$ cat src/rtl/cm_merge_pkg.sv
// Shared types for the two-way sorted-stream merge.
// Holds the merge FSM state encoding and the parameter integer type,
// so the top and any future N-way merge tree agree on both.
package cm_merge_pkg;

  // Unsigned 32-bit type used for all module parameters.
  typedef logic [31:0] u32;

  // MERGE   : both streams still have elements; compare heads.
  // DRAIN_A : B frame fully consumed; pass remaining A elements.
  // DRAIN_B : A frame fully consumed; pass remaining B elements.
  typedef enum logic [1:0] {
    MERGE   = 2'd0,
    DRAIN_A = 2'd1,
    DRAIN_B = 2'd2
  } state_t;

  localparam u32 CM_DWIDTH_DEF  = 32'd8;
  localparam u32 CM_DESCEND_DEF = 32'd0;

endpackage

$ cat src/rtl/cm_merge_cmp.sv
// Compare/select for one merge node: decides whether head A goes before head B.
// Latency: purely combinational. Backpressure: none (no state).
// Ports: a, b = unsigned heads; pick_a = 1 when A should be emitted first.
// Ties always favour A so a merge built from these nodes stays stable.
module cm_merge_cmp
  import cm_merge_pkg::*;
#(
  parameter u32 DWIDTH  = CM_DWIDTH_DEF,
  parameter u32 DESCEND = CM_DESCEND_DEF
) (
  input  logic [DWIDTH-1:0] a,
  input  logic [DWIDTH-1:0] b,
  output logic              pick_a
);

  always_comb begin
    pick_a = 1'b0;
    if (DESCEND != 32'd0) begin
      // Largest first; equality keeps A ahead of B.
      pick_a = (a >= b);
    end else begin
      // Smallest first; equality keeps A ahead of B.
      pick_a = (a <= b);
    end
  end

endmodule

$ cat src/rtl/cm_merge.sv
// Streaming two-way merge of pre-sorted frames A and B into one sorted frame.
// Latency: 1 cycle from input handshake to o_vld; 1 element/cycle sustained.
// Backpressure: o_rdy low holds the output register and stalls both inputs.
// Ports:
//   i_clk, i_rst         clock, synchronous active-low reset
//   i_a_* / i_b_*        input element streams (vld/rdy/data/last)
//   o_vld/o_rdy/o_data/o_last  merged output stream (registered)
module cm_merge
  import cm_merge_pkg::*;
#(
  parameter u32 DWIDTH  = CM_DWIDTH_DEF,
  parameter u32 DESCEND = CM_DESCEND_DEF
) (
  input  logic              i_clk,
  input  logic              i_rst,
  input  logic              i_a_vld,
  output logic              i_a_rdy,
  input  logic [DWIDTH-1:0] i_a_data,
  input  logic              i_a_last,
  input  logic              i_b_vld,
  output logic              i_b_rdy,
  input  logic [DWIDTH-1:0] i_b_data,
  input  logic              i_b_last,
  output logic              o_vld,
  input  logic              o_rdy,
  output logic [DWIDTH-1:0] o_data,
  output logic              o_last
);

  state_t              state;
  state_t              state_nxt;
  logic                ld;
  logic                pick_a;
  logic                a_rdy;
  logic                b_rdy;
  logic                acc_a;
  logic                acc_b;
  logic [DWIDTH-1:0]   ld_data;
  logic                ld_last;

  // Output register can take a new element when empty or being read this cycle.
  assign ld = ~o_vld | o_rdy;

  cm_merge_cmp #(
    .DWIDTH  (DWIDTH),
    .DESCEND (DESCEND)
  ) u_cmp (
    .a      (i_a_data),
    .b      (i_b_data),
    .pick_a (pick_a)
  );

  // Ready, next-state and register load values.
  always_comb begin
    a_rdy     = 1'b0;
    b_rdy     = 1'b0;
    state_nxt = state;
    ld_last   = 1'b0;

    case (state)
      MERGE: begin
        // Only compare when both heads are present: picking early could emit
        // an element that a not-yet-arrived head should have preceded.
        if (i_a_vld && i_b_vld && ld) begin
          if (pick_a) begin
            a_rdy = 1'b1;
          end else begin
            b_rdy = 1'b1;
          end
        end
      end
      DRAIN_A: begin
        a_rdy   = ld;
        ld_last = i_a_last;
      end
      DRAIN_B: begin
        b_rdy   = ld;
        ld_last = i_b_last;
      end
      default: begin
        a_rdy = 1'b0;
        b_rdy = 1'b0;
      end
    endcase

    // Nothing is accepted while reset is held, so no element leaks across it.
    if (!i_rst) begin
      a_rdy = 1'b0;
      b_rdy = 1'b0;
    end

    acc_a = a_rdy & i_a_vld;
    acc_b = b_rdy & i_b_vld;

    case (state)
      MERGE: begin
        // The stream that just finished leaves the other one to drain.
        if (acc_a && i_a_last) begin
          state_nxt = DRAIN_B;
        end else if (acc_b && i_b_last) begin
          state_nxt = DRAIN_A;
        end
      end
      DRAIN_A: begin
        if (acc_a && i_a_last) begin
          state_nxt = MERGE;
        end
      end
      DRAIN_B: begin
        if (acc_b && i_b_last) begin
          state_nxt = MERGE;
        end
      end
      default: begin
        state_nxt = MERGE;
      end
    endcase

    ld_data = acc_a ? i_a_data : i_b_data;
  end

  assign i_a_rdy = a_rdy;
  assign i_b_rdy = b_rdy;

  // State and output register.
  always_ff @(posedge i_clk) begin
    if (!i_rst) begin
      state  <= MERGE;
      o_vld  <= 1'b0;
      o_data <= '0;
      o_last <= 1'b0;
    end else begin
      state <= state_nxt;
      if (ld) begin
        o_vld <= acc_a | acc_b;
        if (acc_a || acc_b) begin
          o_data <= ld_data;
          o_last <= ld_last;
        end
      end
    end
  end

endmodule

$ cat config.mk
export PLATFORM = sky130hd
export DESIGN_NAME = cm_merge
export DESIGN_NICKNAME = d
export VERILOG_FILES = /design/src/rtl/cm_merge_pkg.sv /design/src/rtl/cm_merge_cmp.sv /design/src/rtl/cm_merge.sv
export SDC_FILE = /design/constraint.sdc
export NUM_CORES = 1
export LEC_CHECK = 0
export ABC_CLOCK_PERIOD_IN_PS = 4540
export BUFFER_PORTS_ARGS = -buffer_cell sky130_fd_sc_hd__buf_2
export CORE_MARGIN = 2
export CORE_UTILIZATION = 52
export DETAILED_ROUTE_END_ITERATION = 10
export PLACE_DENSITY = 0.83
export SLEW_MARGIN = 20
export SYNTH_ARGS = -nofsm -noshare
export SYNTH_HDL_FRONTEND = slang
export SYNTH_SLANG_ARGS = --single-unit
$ cat constraint.sdc
create_clock -name i_clk -period 4.54 [get_ports i_clk]
set_input_delay 0.908 -clock i_clk [delete_from_list [all_inputs] [get_ports i_clk]]
set_output_delay 0.908 -clock i_clk [all_outputs]
set_load 0.02 [all_outputs]
==> reports/results.ini <==
[detailed_routing]
antenna_left=0
drtIter0Drc=28
vias=986
wl_um=2340
dr.pass1.iters=6
drc_errors=0
wire_per_inst_um=13.5
viasPerCell=5.67

[grt]
grt_pass1_wl_um=3450
grtUsageTotal_pct=22.5
grt_max_degree=15
grt-ovfl-total=0
antenna_found_initial=0
grt_pass1_vias=827

[clock_network]
ctsResizeCount=0
clock_latency_ps=290
clk_pin_slew_ps=80
clockRootBuffer=clkbuf_4
post_cts_buffers=0
hold_buffers=0
clk_path_buf_depth=2
clock_sinks=12
cts_tree=yes
cts_buffers=3
htree_num_levels=1

[floorplan]
io_pins=35
die_area_mm2=0.00223
die_x_um=47.2
fp.dieH_um=47.2
core_area_mm2=0.00175
rows=15
initial_utilization_pct=55.7

[power_and_ir_drop]
leakage_nw=0.622
internal_power_w=0.000194
clkPwrFrac_pct=31.7
peakVddDrop_mv=0.143
pwr-share-comb_pct=28.9
p_per_area_mw_per_mm2=242
power.switching_w=0.0000936
seqPwrFrac_pct=39.4
swShare_pct=32.5

[logic_synthesis]
synth-compound-area-share_pct=28.2
netlist.area_leader.share_pct=24.7
synth_area_leaders=dfxtp_1, ha_1, mux2i_1
synth_area_um2=972
synth_xor_area_share_pct=0
synth_ff_type=dfxtp_1
synthMuxAreaShare_pct=9.27
synth.largest_area_cell=dfxtp_1
synth_top_family_by_area=compound AO/OA/AOI/OAI gates
synth_edf_count=0
async_reset_ff_share_pct=0
synth_nets=149
synth_fa_ha_area_share_pct=14.2
ys_top_cells_by_count=inv_1, a21oi_1, dfxtp_1
avgSynthCellArea_um2=8.45
ys_types=37
synth-simple-area-share_pct=16.1
yosysMostFrequentCell=inv_1
yosys_warnings=0
syn_inst=115
synth_seq_area_share_pct=24.7
synth_seq_cells=12

[timing]
fin_crit_ps=3800
worst_pin_slew_ps=994
setup_violations=0
fin_crit_sh_pct=83.6
hold_viol_final=0
final.setup.tns_ps=0
clock.fmax_mhz=263
maxSlewViolCount=0
rsz0062_at_grt=false
finClkSkew_ps=11.4
slew_headroom_pct=33.4

[final_layout]
multi_input_area_um2=658
nets=184
layout-drive-gt1-share_pct=29.5
nFillCells=170
area_growth_pct=22.3
instances_no_fill=174
regArea_um2=240
antennaDiodeCount=0

[worst_setup_path]
start_kind=input port
cp_common_cell=buf_2
crit_family=compound AO/OA/AOI/OAI gates
cp_slowest_cell=a31oi_1
cpPeakStageDelay_ps=810
arrival_ps=2890
worstSetupPathType=input port to primary output
critPathRequiredTime_ps=3630
end_kind=primary output
crit_chain=buf_2, inv_1, ha_1, nand2_1, o21a_1, or2_1, a31oi_1, nor2_1, buf_2
rrSetupSlack_ps=2190
crit_buf_inv=3
crit_path_max_fanout=11

[min_path]
hold_class=flip-flop to flip-flop

[place]
dp_hpwl_um=1790
io_buffers=34
place_congestion=0.837
placed_cells=170

[status]
status=completed

[run]
max_cap_viol_count=0

==> through the flow <==
stage | hold slack [ps] | total power, W | area, um^2 | setup WS, ps | util (%)
floorplan | 455 | 0.000172 | 972 | 1290 | -
global placement | 446 | 0.000197 | 1150 | 815 | 66.0
detailed placement | 454 | 0.000199 | 1150 | 787 | 66.0
CTS | 472 | 0.000290 | 1190 | 784 | 68.1
global route | 521 | 0.000302 | 1190 | 635 | 68.1
finish | 471 | 0.000288 | 1190 | 743 | 68.1
==> power by group through the flow <==
| stage | clock [W] | sequential [W] | combinational, W |
|---|---|---|---|
| after floorplan | 0 | 0.000123 | 0.0000492 |
| after global routing | 0.0000953 | 0.000114 | 0.0000920 |
| after global placement | 0 | 0.000116 | 0.0000811 |
| after CTS | 0.0000932 | 0.000114 | 0.0000833 |
| after detailed placement | 0 | 0.000116 | 0.0000827 |
| final | 0.0000912 | 0.000113 | 0.0000833 |
==> placed cells by master (no fill, tap or decap), drive strengths merged, types with 2 or more instances in the layout <==
| cell | synthesis | routed |
|---|---|---|
| inv | 14 | 14 |
| or2 | 2 | 2 |
| clkbuf | 1 | 4 |
| nand3 | 2 | 2 |
| and3 | 2 | 2 |
| a21oi | 12 | 12 |
| dfxtp | 12 | 12 |
| a31oi | 3 | 3 |
| buf | 3 | 34 |
| mux2i | 9 | 9 |
| ha | 11 | 11 |
| nand4 | 2 | 2 |
| and2 | 2 | 2 |
| nand2 | 10 | 10 |
| o31ai | 8 | 8 |
| o32ai | 2 | 2 |
| nor2 | 4 | 4 |
==> cells by family after synthesis <==
logic type,count (synthesis)
AOI/OAI and AO/OA,37
buffers and inverters,18
adders and majority gates,11
DFF,12
and+or+nand+nor,28
muxes,9
==> worst min-delay path, cell delays in order, from the launching register on <==
cell and delay [ps]:
dfxtp_1 320, nand2_1 50, mux2i_1 50
==> layer usage <==
| metal | wire length, um | global-route usage, % | vias to the layer above | part of all wire (%) |
|---|---|---|---|---|
| met4 | 45 | 10.6 | 0 | 1.9 |
| met1 | 1060 | 26.2 | 453 | 45 |
| met5 | 0 | 0 | - | 0 |
| met2 | 1110 | 38.4 | 34 | 48 |
| li1 | - | - | 493 | - |
| met3 | 125 | 5.38 | 6 | 5.3 |
==> sequential cells by signal, summed over array words and instances (netlist names) <==
signal	cells
o_data	8
o_last	1
state	2
o_vld	1
==> final cells by class <==
type                            instances  share of cell area, %
Inverter                               14                   4.42
Tap cell                               25                   2.63
Timing Repair Buffer                   34                   14.3
Multi-Input combinational cell         85                   55.4
Clock buffer                            4                   3.05
Sequential cell                        12                   20.2
==> worst paths after layout <==
check	end	depth (start not counted)	startpoint
max	i_a_rdy	9	i_b_data[7]
min	o_last$_SDFFE_PN0P_	2	o_last$_SDFFE_PN0P_
max reg2reg	o_vld$_SDFFE_PN0N_	6	state[0]$_SDFFE_PN0P_
min reg2reg	o_last$_SDFFE_PN0P_	2	o_last$_SDFFE_PN0P_
(Power assumes the default switching activity.)
